[src/rtl/ib_vnu3_f0_lut_loader.sv]
// -----------------------------------------------------------------------------
// ib_vnu3_f0_lut_loader
//
// Write-side feeder for the VNU3 F0 stage's shared IB-VNU LUT RAM. A load
// rewrites one multi-frame half of the RAM (PAGE_NUM entries) from a stream of
// LUT entries while the other half keeps serving reads.
//
// Handshake: a beat transfers in a cycle where lut_valid_in && lut_ready_out
// are both high at the rising edge of write_clk. The producer may hold or drop
// lut_valid_in freely; lut_ready_out is high only while the FSM is in LOAD.
//
// Optional feature: define IB_LUT_LOADER_CHECKSUM_EN to add the lut_checksum
// output (XOR of every entry written in the current load).
//
// Ports:
//   write_clk                  clock
//   rstn                       asynchronous active-low reset
//   load_start / load_frame    start a load into frame half load_frame
//   load_abort                 terminate an active load
//   lut_data_in/lut_valid_in   entry stream in
//   lut_ready_out              loader accepts a beat this cycle
//   page_addr_ram_replicate_0/1, ram_write_data_0/1, ib_ram_we
//                              registered RAM write port (both replicates)
//   loader_busy, load_done     status; load_done pulses with the final write
//   loader_err                 sticky protocol error (load_start while busy)
//   lut_checksum               (optional) XOR of entries written this load
//   dbg_state                  current FSM state for observation
// -----------------------------------------------------------------------------
module ib_vnu3_f0_lut_loader #(
   parameter int QUAN_SIZE     = 3,
   parameter int ENTRY_ADDR    = 5,
   parameter int LUT_PORT_SIZE = 3,
   parameter int BANK_NUM      = 1
) (
   input  logic                              write_clk,
   input  logic                              rstn,
   input  logic                              load_start,
   input  logic                              load_frame,
   input  logic                              load_abort,
   input  logic [LUT_PORT_SIZE*BANK_NUM-1:0] lut_data_in,
   input  logic                              lut_valid_in,
   output logic                              lut_ready_out,
   output logic [ENTRY_ADDR-1:0]             page_addr_ram_replicate_0,
   output logic [ENTRY_ADDR-1:0]             page_addr_ram_replicate_1,
   output logic [LUT_PORT_SIZE*BANK_NUM-1:0] ram_write_data_0,
   output logic [LUT_PORT_SIZE*BANK_NUM-1:0] ram_write_data_1,
   output logic                              ib_ram_we,
   output logic                              loader_busy,
   output logic                              load_done,
   output logic                              loader_err,
`ifdef IB_LUT_LOADER_CHECKSUM_EN
   output logic [LUT_PORT_SIZE*BANK_NUM-1:0] lut_checksum,
`endif
   output logic [1:0]                        dbg_state
);

   localparam int DW       = LUT_PORT_SIZE * BANK_NUM;
   localparam int CW       = ENTRY_ADDR - 1;
   localparam int PAGE_NUM = 2 ** CW;
   localparam logic [CW-1:0] LAST_PAGE = CW'(PAGE_NUM - 1);

   // Message width does not shape the write path; it only has to be sane.
   if (QUAN_SIZE < 1 || LUT_PORT_SIZE < 1 || BANK_NUM < 1 || ENTRY_ADDR < 2) begin : g_param_check
      $error("ib_vnu3_f0_lut_loader: illegal parameter set");
   end

   typedef enum logic [1:0] {
      S_IDLE = 2'd0,
      S_LOAD = 2'd1,
      S_DONE = 2'd2
   } state_t;

   state_t            state_q, state_d;
   logic [CW-1:0]     cnt_q, cnt_d;
   logic              frame_q, frame_d;
   logic              err_q, err_d;
   logic              we_q, we_d;
   logic [ENTRY_ADDR-1:0] addr_q, addr_d;
   logic [DW-1:0]     data_q, data_d;
   logic              ready_q, busy_q, done_q;
   logic [DW-1:0]     chk_q, chk_d;
   logic              accept;

   // ready_q mirrors state_q == S_LOAD, so this is the handshake condition.
   assign accept = lut_valid_in && ready_q;

   always_comb begin
      state_d = state_q;
      cnt_d   = cnt_q;
      frame_d = frame_q;
      err_d   = err_q;
      we_d    = 1'b0;
      addr_d  = addr_q;
      data_d  = data_q;
      chk_d   = chk_q;
      case (state_q)
         S_IDLE: begin
            if (load_start) begin
               frame_d = load_frame;
               cnt_d   = '0;
               chk_d   = '0;
               state_d = S_LOAD;
            end
         end
         S_LOAD: begin
            if (load_start) err_d = 1'b1;
            if (load_abort) begin
               // Abort wins over a same-cycle beat: the beat is dropped unwritten.
               state_d = S_IDLE;
               cnt_d   = '0;
            end else if (accept) begin
               we_d   = 1'b1;
               addr_d = {frame_q, cnt_q};
               data_d = lut_data_in;
               chk_d  = chk_q ^ lut_data_in;
               if (cnt_q == LAST_PAGE) begin
                  state_d = S_DONE;
                  cnt_d   = '0;
               end else begin
                  cnt_d = cnt_q + 1'b1;
               end
            end
         end
         S_DONE: begin
            if (load_start) err_d = 1'b1;
            state_d = S_IDLE;
         end
         default: begin
            state_d = S_IDLE;
         end
      endcase
   end

   always_ff @(posedge write_clk or negedge rstn) begin
      if (!rstn) begin
         state_q <= S_IDLE;
         cnt_q   <= '0;
         frame_q <= 1'b0;
         err_q   <= 1'b0;
         we_q    <= 1'b0;
         addr_q  <= '0;
         data_q  <= '0;
         chk_q   <= '0;
         ready_q <= 1'b0;
         busy_q  <= 1'b0;
         done_q  <= 1'b0;
      end else begin
         state_q <= state_d;
         cnt_q   <= cnt_d;
         frame_q <= frame_d;
         err_q   <= err_d;
         we_q    <= we_d;
         addr_q  <= addr_d;
         data_q  <= data_d;
         chk_q   <= chk_d;
         // Status outputs are registered decodes of the next state.
         ready_q <= (state_d == S_LOAD);
         busy_q  <= (state_d == S_LOAD);
         done_q  <= (state_d == S_DONE);
      end
   end

   assign lut_ready_out             = ready_q;
   assign loader_busy               = busy_q;
   assign load_done                 = done_q;
   assign loader_err                = err_q;
   assign ib_ram_we                 = we_q;
   assign page_addr_ram_replicate_0 = addr_q;
   assign page_addr_ram_replicate_1 = addr_q;
   assign ram_write_data_0          = data_q;
   assign ram_write_data_1          = data_q;
   assign dbg_state                 = state_q;

`ifdef IB_LUT_LOADER_CHECKSUM_EN
   assign lut_checksum = chk_q;
`else
   // Without the checksum output the accumulator has no observer and is
   // optimised away; this keeps it referenced for lint.
   logic unused_chk;
   assign unused_chk = ^chk_q;
`endif

endmodule

[config.mk]
export PLATFORM = sky130hd
export DESIGN_NAME = ib_vnu3_f0_lut_loader
export DESIGN_NICKNAME = d
export VERILOG_FILES = /design/src/rtl/ib_vnu3_f0_lut_loader.sv
export SDC_FILE = /design/constraint.sdc
export NUM_CORES = 1
export LEC_CHECK = 0
export BUFFER_PORTS_ARGS = -buffer_cell sky130_fd_sc_hd__buf_2
export CAP_MARGIN = 30
export CORE_MARGIN = 5
export CORE_UTILIZATION = 50
export DETAILED_ROUTE_END_ITERATION = 8
export GPL_ROUTABILITY_DRIVEN = 1
export PLACE_DENSITY = 0.76
export SYNTH_ARGS = -nofsm -noshare
export SYNTH_HDL_FRONTEND = slang
export SYNTH_SLANG_ARGS = --single-unit
[constraint.sdc]
create_clock -name write_clk -period 2.45 [get_ports write_clk]
set_clock_uncertainty 0.1 [all_clocks]
set_input_delay 0.245 -clock write_clk [delete_from_list [all_inputs] [get_ports write_clk]]
set_output_delay 0.245 -clock write_clk [all_outputs]
set_load 0.02 [all_outputs]
* After elaboration in Yosys (flattened, before gate mapping) *
Index checks and enable logic that the tools add are counted.

word-level totals
  output and inout port bits = 23
  bits of input ports = 9
  register bits after elaboration = 19

operators by class
  multiplexer cells = 13
  reduce and logical (&&, ||, !) cells = 8
  add/subtract/negate cells = 1
  equality and inequality tests = 7
  bitwise operators = 1

operators by type and width
  kind                                                                   count
  4-bit two-way mux                                                      4
  2-bit two-way mux                                                      4
  4-bit one-hot mux with 2 select lines                                  1
  3-bit AND reduction                                                    2
  4-bit by 1-bit adder with 4-bit output, second input constant          1
  2-bit by 1-bit equality test with 1-bit output, second input constant  2
  2-bit equality test, second input constant                             2
  4-bit equality test, second input constant                             1
  2-bit one-hot mux with 2 select lines                                  1
  2-bit AND reduction                                                    2
  1-bit two-way mux                                                      3
  3-bit inequality test, second input constant                           1
  2-bit logical NOT                                                      1
  2-bit inequality test, second input constant                           1
  2-bit nonzero test                                                     1
  2-bit OR reduction                                                     1
  1-bit logical AND                                                      1
  1-bit NOT                                                              1

* Logic depth before layout (Yosys ltp) *
  word-level depth = 6
  mapped depth = 7
  gate-level depth less buffers = 6

* Worst setup path after synthesis *
No wires, ideal clock.

  kind = register to register
  start point = reg state_q[0] (netlist: dbg_state[0])
  end point = reg cnt_q[0]
  data required time = 2.225 ns
  buffers on the path = 0
  path slack = 0.730 ns
  setup time = 0.125 ns
  cell stages (with the launch flop) = 6
  data arrival time = 1.495 ns
  cells stage by stage = dfrtp_1 inv_1 ha_1 nor2b_4 a211o_4 mux2_4

between the ends
  cells in the longest elaborated chain, start to end = 3
  elaborated cells on any way between the ends = 7
  those cells by class = eq/ne: 3; mux: 1; reduce/logical: 3

RTL lines
  what                                                                                 line  text
  start, declared                                                                      73    state_t state_q, state_d;
  start signal, assigned                                                               148   state_q <= state_d;
  2-bit by 1-bit equality test with 1-bit output or 2-bit logical NOT (tied branches)  96    case (state_q)
  3-bit inequality test (no source line) (tied with other cells)                       --
  3-bit AND reduction (no source line)                                                 --
  end signal, assigned                                                                 149   cnt_q <= cnt_d;
  end, declared                                                                        74    logic [CW-1:0] cnt_q, cnt_d;

Several ways; a longest one is shown, not always the timed one.
A chain may end at the register's enable or synchronous reset.

* Final worst setup path *
Ends and elaborated chain as after synthesis.

==> summary.txt <==
Yosys
  – Gate Count Post-Synth: 77
  – Synthesized area per cell: 12.0 um2
  – Synth Flop Type: dfrtp_1
  – Seq/Total Area, Yosys: 51.6%
  – #FFs+latches synth: 19
  – EDFF count, synth: 0
  – FFs w/ async S/R, synth: 100%
  – Synth warn: 0
  – Top-area cell type share of the netlist area: 51.6%
  – Syn nets: 89
  – Synth top area cells: dfrtp_1 52%, mux2_2 11%, buf_4 8.2%
  – Cell area after synthesis: 921 um2
  – Cell taking the most area after synthesis: dfrtp_1
  – Post-synth cell types: 22

Power
  – Leakage: 0.590 nW
  – Overall power: 1.09 mW
  – Internal: 653 uW
  – Clock network power share: 14.0%
  – P_sw: 440 uW
  – Combinational Power Share: 45.9%
  – Worst IR Drop VDD: 0.481 mV
  – Sequential power share: 40.0%
  – Sw frac: 40.3%
  – Power Density: 1020 nW/um2

Clock network
  – CTS tree: built
  – CTS Buf Count: 3
  – Setup bufs post-CTS: 0
  – Clock Sinks: 19
  – Clk slew on worst S/H paths: 0.10 ns
  – CTS H-tree lvls: 1
  – CTS root buffer: clkbuf_4
  – Worst-skew pair later-pin latency: 0.29 ns
  – Bufs on Longest Clock Path: 2

Worst setup path
  – CP Data Arrival Time: 1.75 ns
  – Worst Setup Start Kind: register
  – Setup crit end kind: register
  – CP max stage delay: 0.40 ns
  – Worst path slowest cell: dfrtp_1
  – Worst EP required: 2.53 ns
  – Crit path max fanout: 6
  – CP cell instances: inv_1 -> ha_1 -> nor2b_4 -> a211o_4 -> mux2_4
  – Kind of critical path: register to register

Placed design
  – Pre-CTS setup slack: 0.799 ns
  – Area after DPL: 1040 um2
  – Placed cell count: 124
  – Placer congestion estimate: 0.773
  – DP Wirelength: 1.29 mm
  – Number of buffers added on ports: 31

Drt
  – Via Count: 643
  – DR pass1 iterations: 4
  – DR iter-0 viols: 12
  – Routed Antenna Nets: 0
  – Routed wire length per instance: 13.1 um
  – WL final: 1.69 mm
  – Vias per cell: 4.98
  – Drc violations: 0

Final layout
  – Final #Nets: 117
  – Fillers: 142
  – P&R area growth vs syn: 16.8%
  – Post-Route Utilization: 61.6%
  – Cell area after layout: 1080 um2
  – Share of cells above drive strength 1: 48.1%
  – ANT cells: 0
  – Post-Layout Cell Count: 129

Timing
  – Final hold vios: 0
  – RSZ-0062 raised after global routing: false
  – Tcrit/Tclk final: 68.2%
  – Worst hold margin: 0.0753 ns
  – Max-slew violations: 0
  – Setup TNS: 0 ns
  – Worst rel slew slack: 72.2%
  – Fin crit period: 1.67 ns
  – Slew @ Worst Pin: 0.417 ns
  – Fmax: 0.598 GHz
  – Fin worst setup slack: 0.778 ns
  – Setup violations, final: 0

Floorplanning
  – Die height: 52.9 um
  – Core box area: 1750 um2
  – Initial Util: 52.8%
  – DIE AREA: 2800 um2
  – Chip width: 52.9 um
  – Row count: 15
  – Ports: 32

Global routing
  – Largest net degree at the start of global routing: 20
  – Tot GR Track Use: 14.1%
  – Vias in the first global route: 683
  – Grt total ovfl: 0
  – First-pass GRT wire length: 2.85 mm
  – Initial antenna violation count: 0

Min path
  – Hold Crit Class: primary input to register

Run
  – Max cap viols: 0

Status
  – Status: complete, no violations
-- cells in the mapped netlist (2+ instances only) --
| master | count |
|---|---|
| a21o_1 | 2 |
| mux2_2 | 9 |
| nand2b_1 | 2 |
| o21ai_0 | 3 |
| nand2_1 | 5 |
| dfrtp_1 | 19 |
| a21oi_1 | 3 |
| ha_1 | 3 |
| nand3_1 | 2 |
| nor2_1 | 5 |
| nor2b_4 | 2 |
| buf_4 | 10 |
| inv_1 | 3 |
-- timing repair --
item,4_1_cts,5_1_grt
hold buffers,1,0
gates resized for setup,0,0
hold endpoints to repair,19,0
-- power groups by stage --
stage,clock network [mW],registers (mW),logic (mW)
after floorplan,0,0.517,0.337
after global placement,0,0.441,0.496
after detailed placement,0,0.445,0.506
after CTS,0.160,0.438,0.507
after global routing,0.173,0.448,0.541
final,0.153,0.438,0.502
-- routing by layer --
metal  GRT usage, %  vias to the layer above  share of wire [%]
li1               -                      306                  -
met1           15.2                      319                 43
met2           25.0                       16                 50
met3           3.38                        2                5.9
met4           7.66                        0                1.1
met5              0                        -                  0
-- cell usage in the layout, fill, tap and decap left out, types with 2 or more instances in the layout --
| cell type | n |
|---|---|
| nor2_1 | 5 |
| inv_1 | 3 |
| nand2b_1 | 2 |
| nand3_1 | 2 |
| mux2_2 | 9 |
| o21ai_0 | 3 |
| nand2_1 | 5 |
| a21oi_1 | 3 |
| buf_2 | 31 |
| nor2b_4 | 2 |
| ha_1 | 3 |
| a21o_1 | 2 |
| clkbuf_4 | 3 |
| dfrtp_1 | 19 |
-- worst max-delay path, delay by kind of cell (launching register included) --
kind                     cells  cell delay (ns)
AO/OA/AOI/OAI                1             0.33
adder cells (fa/ha/maj)      1             0.25
buffers and inverters        1             0.06
flip-flops                   1             0.40
multiplexers                 1             0.26
AND/OR/NAND/NOR              1             0.16
-- final cells by class --
| cell class | count | area (um2) | area share (%) |
|---|---|---|---|
| clock buffer | 4 | 26.3 | 2.44 |
| tap | 25 | 31.3 | 2.91 |
| timing repair buffer | 33 | 173 | 16.0 |
| inverter | 3 | 11.3 | 1.05 |
| sequential | 19 | 475 | 44.2 |
| multi-input combinational | 45 | 359 | 33.4 |
-- worst paths after layout --
check | from | to | slack (ns) | cells after the start
worst max-delay path | dbg_state[0] | cnt_q[0] | 0.78 | 5
worst min-delay path | lut_data_in[2] | ram_write_data_0[2] | 0.08 | 2
worst max register to register | dbg_state[0] | cnt_q[0] | 0.78 | 5
worst min register to register | loader_err | loader_err | 0.37 | 1
max in group asynchronous | rstn | page_addr_ram_replicate_0[3] | 1.64 | 2
min in group asynchronous | rstn | cnt_q[2] | 0.31 | 2
-- logic make-up (layout without fill, tap and decap cells) --
family	count (synthesis)	count (layout)	synth area share [%]
adders and majority gates	3	3	4.08
muxes	10	10	12.6
DFF	19	19	51.6
and+or+nand+nor	19	19	11.7
buffers and inverters	13	40	9.37
AOI/OAI and AO/OA	13	13	10.6
-- registers in the layout, indices dropped and copies added, names as in the netlist --
name                       flops
ram_write_data_0               3
dbg_state                      2
page_addr_ram_replicate_0      5
loader_busy                    1
cnt_q                          4
loader_err                     1
load_done                      1
frame_q                        1
ib_ram_we                      1
(Power assumes the default switching activity.)
